### src/rtl/seg7_mux_capture.sv
// seg7_mux_capture: recovers an N-digit hex value from a multiplexed 7-segment bus.
// Latency: pin change to capture is 2+SETTLE+1 cycles; frame_valid one cycle after the last capture.
// Backpressure: none; passive monitor, outputs are held levels or single-cycle pulses.

module seg7_mux_capture #(
  parameter int N      = 4,
  parameter int SETTLE = 16
) (
  input  logic           clk,
  input  logic           rst,
  input  logic [6:0]     seg,
  input  logic [N-1:0]   dig_n,
  output logic [4*N-1:0] value,
  output logic           frame_valid,
  output logic           frame_err,
  output logic           multi_err
);

  localparam logic [7:0] SETTLE_CNT = 8'(SETTLE);

  typedef enum logic [1:0] {
    IDLE    = 2'd0,
    CAPTURE = 2'd1,
    HOLD    = 2'd2
  } state_t;

  // synchronizer stages
  logic [6:0]     seg_meta;
  logic [6:0]     s_seg;
  logic [N-1:0]   dig_meta;
  logic [N-1:0]   s_dig;

  // stability tracking
  logic           changing;
  logic [7:0]     cnt;
  logic           settled;

  // digit classification
  logic [N-1:0]   en;
  logic           blank;
  logic           onehot;
  logic           conflict;

  // segment decode
  logic [3:0]     dec_nib;
  logic           dec_err;

  // control
  state_t         state;
  state_t         state_nxt;
  logic           cap_load;
  logic           multi_nxt;

  // frame assembly
  logic [N-1:0]   seen;
  logic [4*N-1:0] shadow;
  logic [N-1:0]   err_bits;
  logic           complete;

  // Two-flop synchronizers on the asynchronous pin inputs.
  always_ff @(posedge clk or posedge rst) begin
    if (rst) begin
      seg_meta <= '0;
      s_seg    <= '0;
      dig_meta <= '0;
      s_dig    <= '0;
    end else begin
      seg_meta <= seg;
      s_seg    <= seg_meta;
      dig_meta <= dig_n;
      s_dig    <= dig_meta;
    end
  end

  // The value about to enter the synced copies differs from it, so cnt is
  // zero in exactly the cycle where s_seg/s_dig differ from last cycle.
  assign changing = (seg_meta != s_seg) || (dig_meta != s_dig);
  assign settled  = (cnt == SETTLE_CNT);

  // Stability counter: restarts on any change, saturates at SETTLE.
  always_ff @(posedge clk or posedge rst) begin
    if (rst) begin
      cnt <= '0;
    end else if (changing) begin
      cnt <= '0;
    end else if (!settled) begin
      cnt <= cnt + 8'd1;
    end
  end

  // Digit enables are active-low on the pins; classify the enabled set.
  assign en       = ~s_dig;
  assign blank    = (en == '0);
  assign onehot   = !blank && ((en & (en - N'(1))) == '0);
  assign conflict = !blank && !onehot;

  // Segment pattern {a..g} back to a hex nibble; unknown patterns flag an error.
  always_comb begin
    dec_nib = 4'h0;
    dec_err = 1'b0;
    case (s_seg)
      7'h7E: dec_nib = 4'h0;
      7'h30: dec_nib = 4'h1;
      7'h6D: dec_nib = 4'h2;
      7'h79: dec_nib = 4'h3;
      7'h33: dec_nib = 4'h4;
      7'h5B: dec_nib = 4'h5;
      7'h5F: dec_nib = 4'h6;
      7'h70: dec_nib = 4'h7;
      7'h7F: dec_nib = 4'h8;
      7'h7B: dec_nib = 4'h9;
      7'h77: dec_nib = 4'hA;
      7'h1F: dec_nib = 4'hB;
      7'h4E: dec_nib = 4'hC;
      7'h3D: dec_nib = 4'hD;
      7'h4F: dec_nib = 4'hE;
      7'h47: dec_nib = 4'hF;
      default: begin
        dec_nib = 4'h0;
        dec_err = 1'b1;
      end
    endcase
  end

  // FSM state register.
  always_ff @(posedge clk or posedge rst) begin
    if (rst) begin
      state <= IDLE;
    end else begin
      state <= state_nxt;
    end
  end

  // Next state: one decision per settled dwell. The shadow write commits on
  // the edge into CAPTURE, so the CAPTURE cycle is the first one showing it.
  // HOLD leaves as soon as cnt has dropped below SETTLE, which also covers a
  // change that landed while CAPTURE was still active.
  always_comb begin
    state_nxt = state;
    cap_load  = 1'b0;
    multi_nxt = 1'b0;
    case (state)
      IDLE: begin
        if (settled) begin
          if (conflict) begin
            multi_nxt = 1'b1;
            state_nxt = HOLD;
          end else if (onehot) begin
            cap_load  = 1'b1;
            state_nxt = CAPTURE;
          end else begin
            state_nxt = HOLD;
          end
        end
      end
      CAPTURE: begin
        state_nxt = HOLD;
      end
      HOLD: begin
        if (!settled) begin
          state_nxt = IDLE;
        end
      end
      default: begin
        state_nxt = IDLE;
      end
    endcase
  end

  // Conflict pulse, registered off the settle decision.
  always_ff @(posedge clk or posedge rst) begin
    if (rst) begin
      multi_err <= 1'b0;
    end else begin
      multi_err <= multi_nxt;
    end
  end

  assign complete = &seen;

  // Shadow capture and frame hand-off. A capture in the completion cycle is
  // OR-ed in after seen clears, so it belongs to the next frame.
  always_ff @(posedge clk or posedge rst) begin
    if (rst) begin
      seen        <= '0;
      shadow      <= '0;
      err_bits    <= '0;
      value       <= '0;
      frame_err   <= 1'b0;
      frame_valid <= 1'b0;
    end else begin
      for (int i = 0; i < N; i++) begin
        if (cap_load && en[i]) begin
          shadow[4*i +: 4] <= dec_nib;
          err_bits[i]      <= dec_err;
        end
      end
      seen        <= (complete ? '0 : seen) | (cap_load ? en : '0);
      frame_valid <= complete;
      if (complete) begin
        value     <= shadow;
        frame_err <= |err_bits;
      end
    end
  end

endmodule

### config.mk
export PLATFORM = sky130hd
export DESIGN_NAME = seg7_mux_capture
export DESIGN_NICKNAME = d
export VERILOG_FILES = /design/src/rtl/seg7_mux_capture.sv
export SDC_FILE = /design/constraint.sdc
export NUM_CORES = 1
export LEC_CHECK = 0
export CAP_MARGIN = 20
export CORE_AREA = 2 2 83 85
export CTS_CLUSTER_DIAMETER = 50
export DETAILED_ROUTE_END_ITERATION = 10
export DIE_AREA = 0 0 85 87
export PLACE_DENSITY = 0.82
export SETUP_SLACK_MARGIN = 0.3
export SLEW_MARGIN = 0
export SYNTH_ARGS = -nofsm -noshare
export SYNTH_HDL_FRONTEND = slang
export SYNTH_SLANG_ARGS = --single-unit
### constraint.sdc
create_clock -name clk -period 3.2 [get_ports clk]
set_clock_uncertainty 0.05 [all_clocks]
set_input_delay 0.96 -clock clk [delete_from_list [all_inputs] [get_ports clk]]
set_output_delay 0.96 -clock clk [all_outputs]
set_load 0.02 [all_outputs]
* Yosys cells after proc, flatten, opt, wreduce, memory -nomap -nowiden
Cells that the tools add are included.
** Word-level totals
- Register bits :: 75
- Input port bits :: 13
- Output and inout bits :: 19
- Word-level logic and storage cells :: 82
** Operators by class
- Add/sub/neg operators :: 2
- Eq/ne operators :: 24
- Multiplexer cells :: 18
- Bitwise logic cells :: 3
- Reductions and logical operators :: 16
** Operators with widths (number)
- $eq A7 B7 Y1 const B :: 12
- $pmux W4 S15 :: 1
- $eq A7 B6 Y1 const B :: 3
- $mux W8 :: 2
- $reduce_or A16 Y1 :: 1
- $add A8 B1 Y8 const B :: 1
- $eq A8 B5 Y1 const B :: 1
- $logic_not A4 Y1 :: 2
- $mux W1 :: 8
- $mux W2 :: 4
- $mux W4 :: 2
- $eq A7 B5 Y1 const B :: 1
- $ne A7 B7 Y1 :: 1
- $logic_and A1 B1 Y1 :: 6
- $ne A2 B2 Y1 const B :: 3
- $pmux W2 S3 :: 1
- $and A4 B4 Y4 :: 1
- $ne A4 B4 Y1 :: 1
- $not A4 Y4 :: 1
- $or A4 B4 Y4 :: 1
- $reduce_and A4 Y1 :: 1
- $reduce_or A4 Y1 :: 1
- $sub A4 B1 Y4 const B :: 1
- $eq A2 B1 Y1 const B :: 1
- 5 further kinds :: 6

* Depth between registers and ports, before layout
- Word-level depth :: 12
- Gate-level depth with buffers :: 7
- Mapped depth without buffers :: 7

* Worst setup path before layout
OpenSTA, ideal clock, no wires.
- Path kind :: register to register
- Start point :: register cnt[0]
- End point :: register err_bits[3]
- Library setup time :: 125 ps
- Arrival :: 1882 ps
- Required time :: 3025 ps
- Slack :: 1143 ps
- Cell stages (with the launch flop) :: 8
- Path buffers :: 0
- Period minus slack after synthesis :: 2057 ps
- Cell sequence :: dfrtp_1 inv_1 ha_1 and4bb_2 nand2_2 or2_2 nor3_4 mux2_2
** On the way
- Cells in the longest elaborated chain, start to end :: 4
** RTL lines
- start, declared :: line 35 : logic [7:0] cnt;
- start signal, assigned :: line 87 : cnt <= cnt + 8'd1;
- $eq A8 B5 Y1 :: line 78 : assign settled = (cnt == SETTLE_CNT);
- $mux W1 :: line 144 : if (settled) begin
- $mux W1 :: line 142 : case (state)
- $logic_and A1 B1 Y1 :: line 193 : if (cap_load && en[i]) begin
- end signal, assigned by index :: line 195 : err_bits[i] <= dec_err;
- end, declared :: line 57 : logic [N-1:0] err_bits;
No other way between the ends.
A chain may end at the register's enable or synchronous reset.

* Worst setup path in the final report
- Start point :: register value[7]
- End point :: output port value[7]
** RTL lines
- start, declared :: line 13 : output logic [4*N-1:0] value,
- start signal, assigned :: line 201 : value <= shadow;
No word-level cell between the ends.

==> impl_metrics.json <==
{
  "status": "finished clean",
  "cpLargestDelayFamily": "buffers and inverters",
  "fin_setup_tns_ps": 0,
  "slowest_stage": "clkdlybuf4s50_1",
  "ir_worst_vdd_mv": 0.326,
  "min-delay-path-class": "reg2reg",
  "setup_viol": 0,
  "synth-main-ff-cell": "dfrtp_1",
  "gr-total-overflow": 0,
  "ys_ff_latch": 75,
  "port_buffers": 31,
  "grt_pass1_wl_mm": 9.53,
  "fin_util": 0.575,
  "powerDensity_nw_per_um2": 474,
  "drt_iter0_markers": 113,
  "cts_setup_buffers": 0,
  "crit_type": "reg2out",
  "std_cell_rows": 30,
  "cts_resized": 0,
  "p_leak_nw": 1.80,
  "dieHeight_um": 87,
  "worstPathCellList": "clkdlybuf4s50_1",
  "ys_warn_count": 0,
  "multi_input_area_um2": 1230,
  "clockRootBuffer": "clkbuf_8",
  "timing.final.crit_share": 0.727,
  "cts_tree": "built",
  "routedWlPerCell_um": 13.7,
  "synth_cell_type_count": 50,
  "clk_path_buf_depth": 2,
  "hpwl_mm": 3.86,
  "fp.dieW_um": 85,
  "cp_max_fo": 2,
  "clkSlewWorstSetupHoldPaths_ps": 80,
  "regArea_um2": 1880,
  "mostFrequentLayoutCells": "dfrtp_1 (75), nand2_1 (59), clkdlybuf4s50_1 (31)",
  "core_area_um2": 6570,
  "die_area_um2": 7400,
  "drtPass1Iterations": 4,
  "antenna_left": 0,
  "synth_edf_count": 0,
  "layout-drive-gt1-share": 0.167,
  "fin_ws_ps": 874,
  "grt.total_usage": 0.165,
  "async_flop_share": 1.00,
  "final_hold_viol_count": 0,
  "start_kind": "flip-flop",
  "clk_latency_ps": 340,
  "routed_via_density": 5.29,
  "reg2reg_slack_ps": 960,
  "dp_slack_ps": 1000,
  "crit_buf_inv": 1,
  "synth_area_um2": 3170,
  "cp.required_ps": 2190,
  "place.gp.congestion": 0.804,
  "crit_path_max_incr_delay_ps": 610,
  "io_pins": 32,
  "start_util": 0.482,
  "maxCapViolCount": 0,
  "avgSynthCellArea_um2": 11.4,
  "critPathArrivalTime_ps": 1320,
  "finalNetCount": 328,
  "h-tree-depth": 3,
  "ctsHoldBuffers": 0,
  "setup.worst_path.end_class": "output port",
  "yosysSeqAreaShare": 0.592,
  "synth_nets": 293,
  "fmax_ghz": 0.430,
  "wl_mm": 5.47,
  "drc": 0,
  "netlist_instances": 278,
  "slew_viol_final": 0,
  "final_common_cell": "dfrtp_1",
  "fill_cells": 514,
  "antenna_cells": 0,
  "rsz0062_at_grt": "no",
  "finalCriticalPeriod_ps": 2330,
  "cts.sinks": 75,
  "worstMarginPinSlew_ps": 627,
  "numCtsBuffers": 9,
  "grt_pass1_vias": 2053,
  "grt_max_degree": 38,
  "relSlewSlack": 0.578,
  "antenna_found_initial": 0,
  "area_growth_pct": 19.3,
  "vias": 2106
}
==> Yosys cell counts (2+ instances only) <==
master | instances | area [um2]
a211o_1 | 2 | 17.5
a21o_1 | 3 | 22.5
a21o_2 | 2 | 17.5
a21oi_1 | 2 | 10.0
and3_1 | 3 | 18.8
buf_2 | 2 | 10.0
clkbuf_1 | 7 | 26.3
dfrtp_1 | 75 | 1880
ha_1 | 2 | 25.0
inv_1 | 5 | 18.8
mux2_2 | 21 | 236
nand2_1 | 59 | 221
nand2b_1 | 2 | 12.5
nand3_1 | 9 | 45.0
nand3b_1 | 2 | 15.0
nor2_1 | 17 | 63.8
nor3_1 | 4 | 20.0
nor4_1 | 5 | 31.3
nor4_4 | 2 | 42.5
o21ai_0 | 7 | 35.0
or2_2 | 2 | 12.5
xnor2_1 | 2 | 17.5
xor2_1 | 16 | 140
==> stage by stage <==
step,cell area [um2],power [mW],hold slack (ps),cells
after floorplan,3170,1.05,322,278
after detailed placement,3580,1.08,329,382
after CTS,3780,1.81,347,398
after global routing,3780,1.86,349,398
final,3780,1.79,343,398
after global placement,3580,1.08,329,382
==> area by class of cell <==
cell class	instances	share of cell area
Multi-Input combinational cell	187	0.325
Clock inverter	6	0.0169
Sequential cell	75	0.497
Timing Repair Buffer	34	0.0914
Tap cell	80	0.0265
Inverter	6	0.00695
Clock buffer	10	0.0364
==> report_power, final <==
group | switching (mW) | total (mW) | leakage (nW) | internal, mW
Sequential | 0.0247 | 0.986 | 0.997 | 0.961
Combinational | 0.0420 | 0.0789 | 0.703 | 0.0368
Clock | 0.346 | 0.727 | 0.0987 | 0.381
==> state kept, by name, summed over array words and instances, names as in the netlist <==
register,flops
shadow,16
value,16
cnt,8
s_seg,7
seg_meta,7
dig_meta,4
err_bits,4
s_dig,4
seen,4
state,2
frame_err,1
frame_valid,1
multi_err,1
==> cells by family after synthesis <==
logic type | after synthesis | synth area share
adder cells (fa/ha/maj) | 3 | 0.0111
AND/OR/NAND/NOR | 118 | 0.190
AO/OA/AOI/OAI | 26 | 0.0592
buffers and inverters | 16 | 0.0197
XOR/XNOR | 18 | 0.0497
flip-flops | 75 | 0.592
multiplexers | 22 | 0.0778
==> path summary, 6_finish.rpt <==
check | startpoint | to | cells past startpoint
max in group asynchronous | rst | state[0] | 3
min reg2reg | seg_meta[2] | s_seg[2] | 0
max | value[7] | value[7] | 1
min in group asynchronous | rst | value[4] | 2
min | seg_meta[2] | s_seg[2] | 0
max reg2reg | cnt[0] | shadow[12] | 7
==> metal layers <==
| metal | GRT usage | vias up | wire length (um) |
|---|---|---|---|
| met5 | 0 | - | 0 |
| met4 | 0.0707 | 0 | 98 |
| met3 | 0.0455 | 11 | 226 |
| met2 | 0.264 | 48 | 2670 |
| met1 | 0.211 | 1032 | 2470 |
| li1 | - | 1015 | - |
Note: power is estimated with default switching activity, not from simulation.
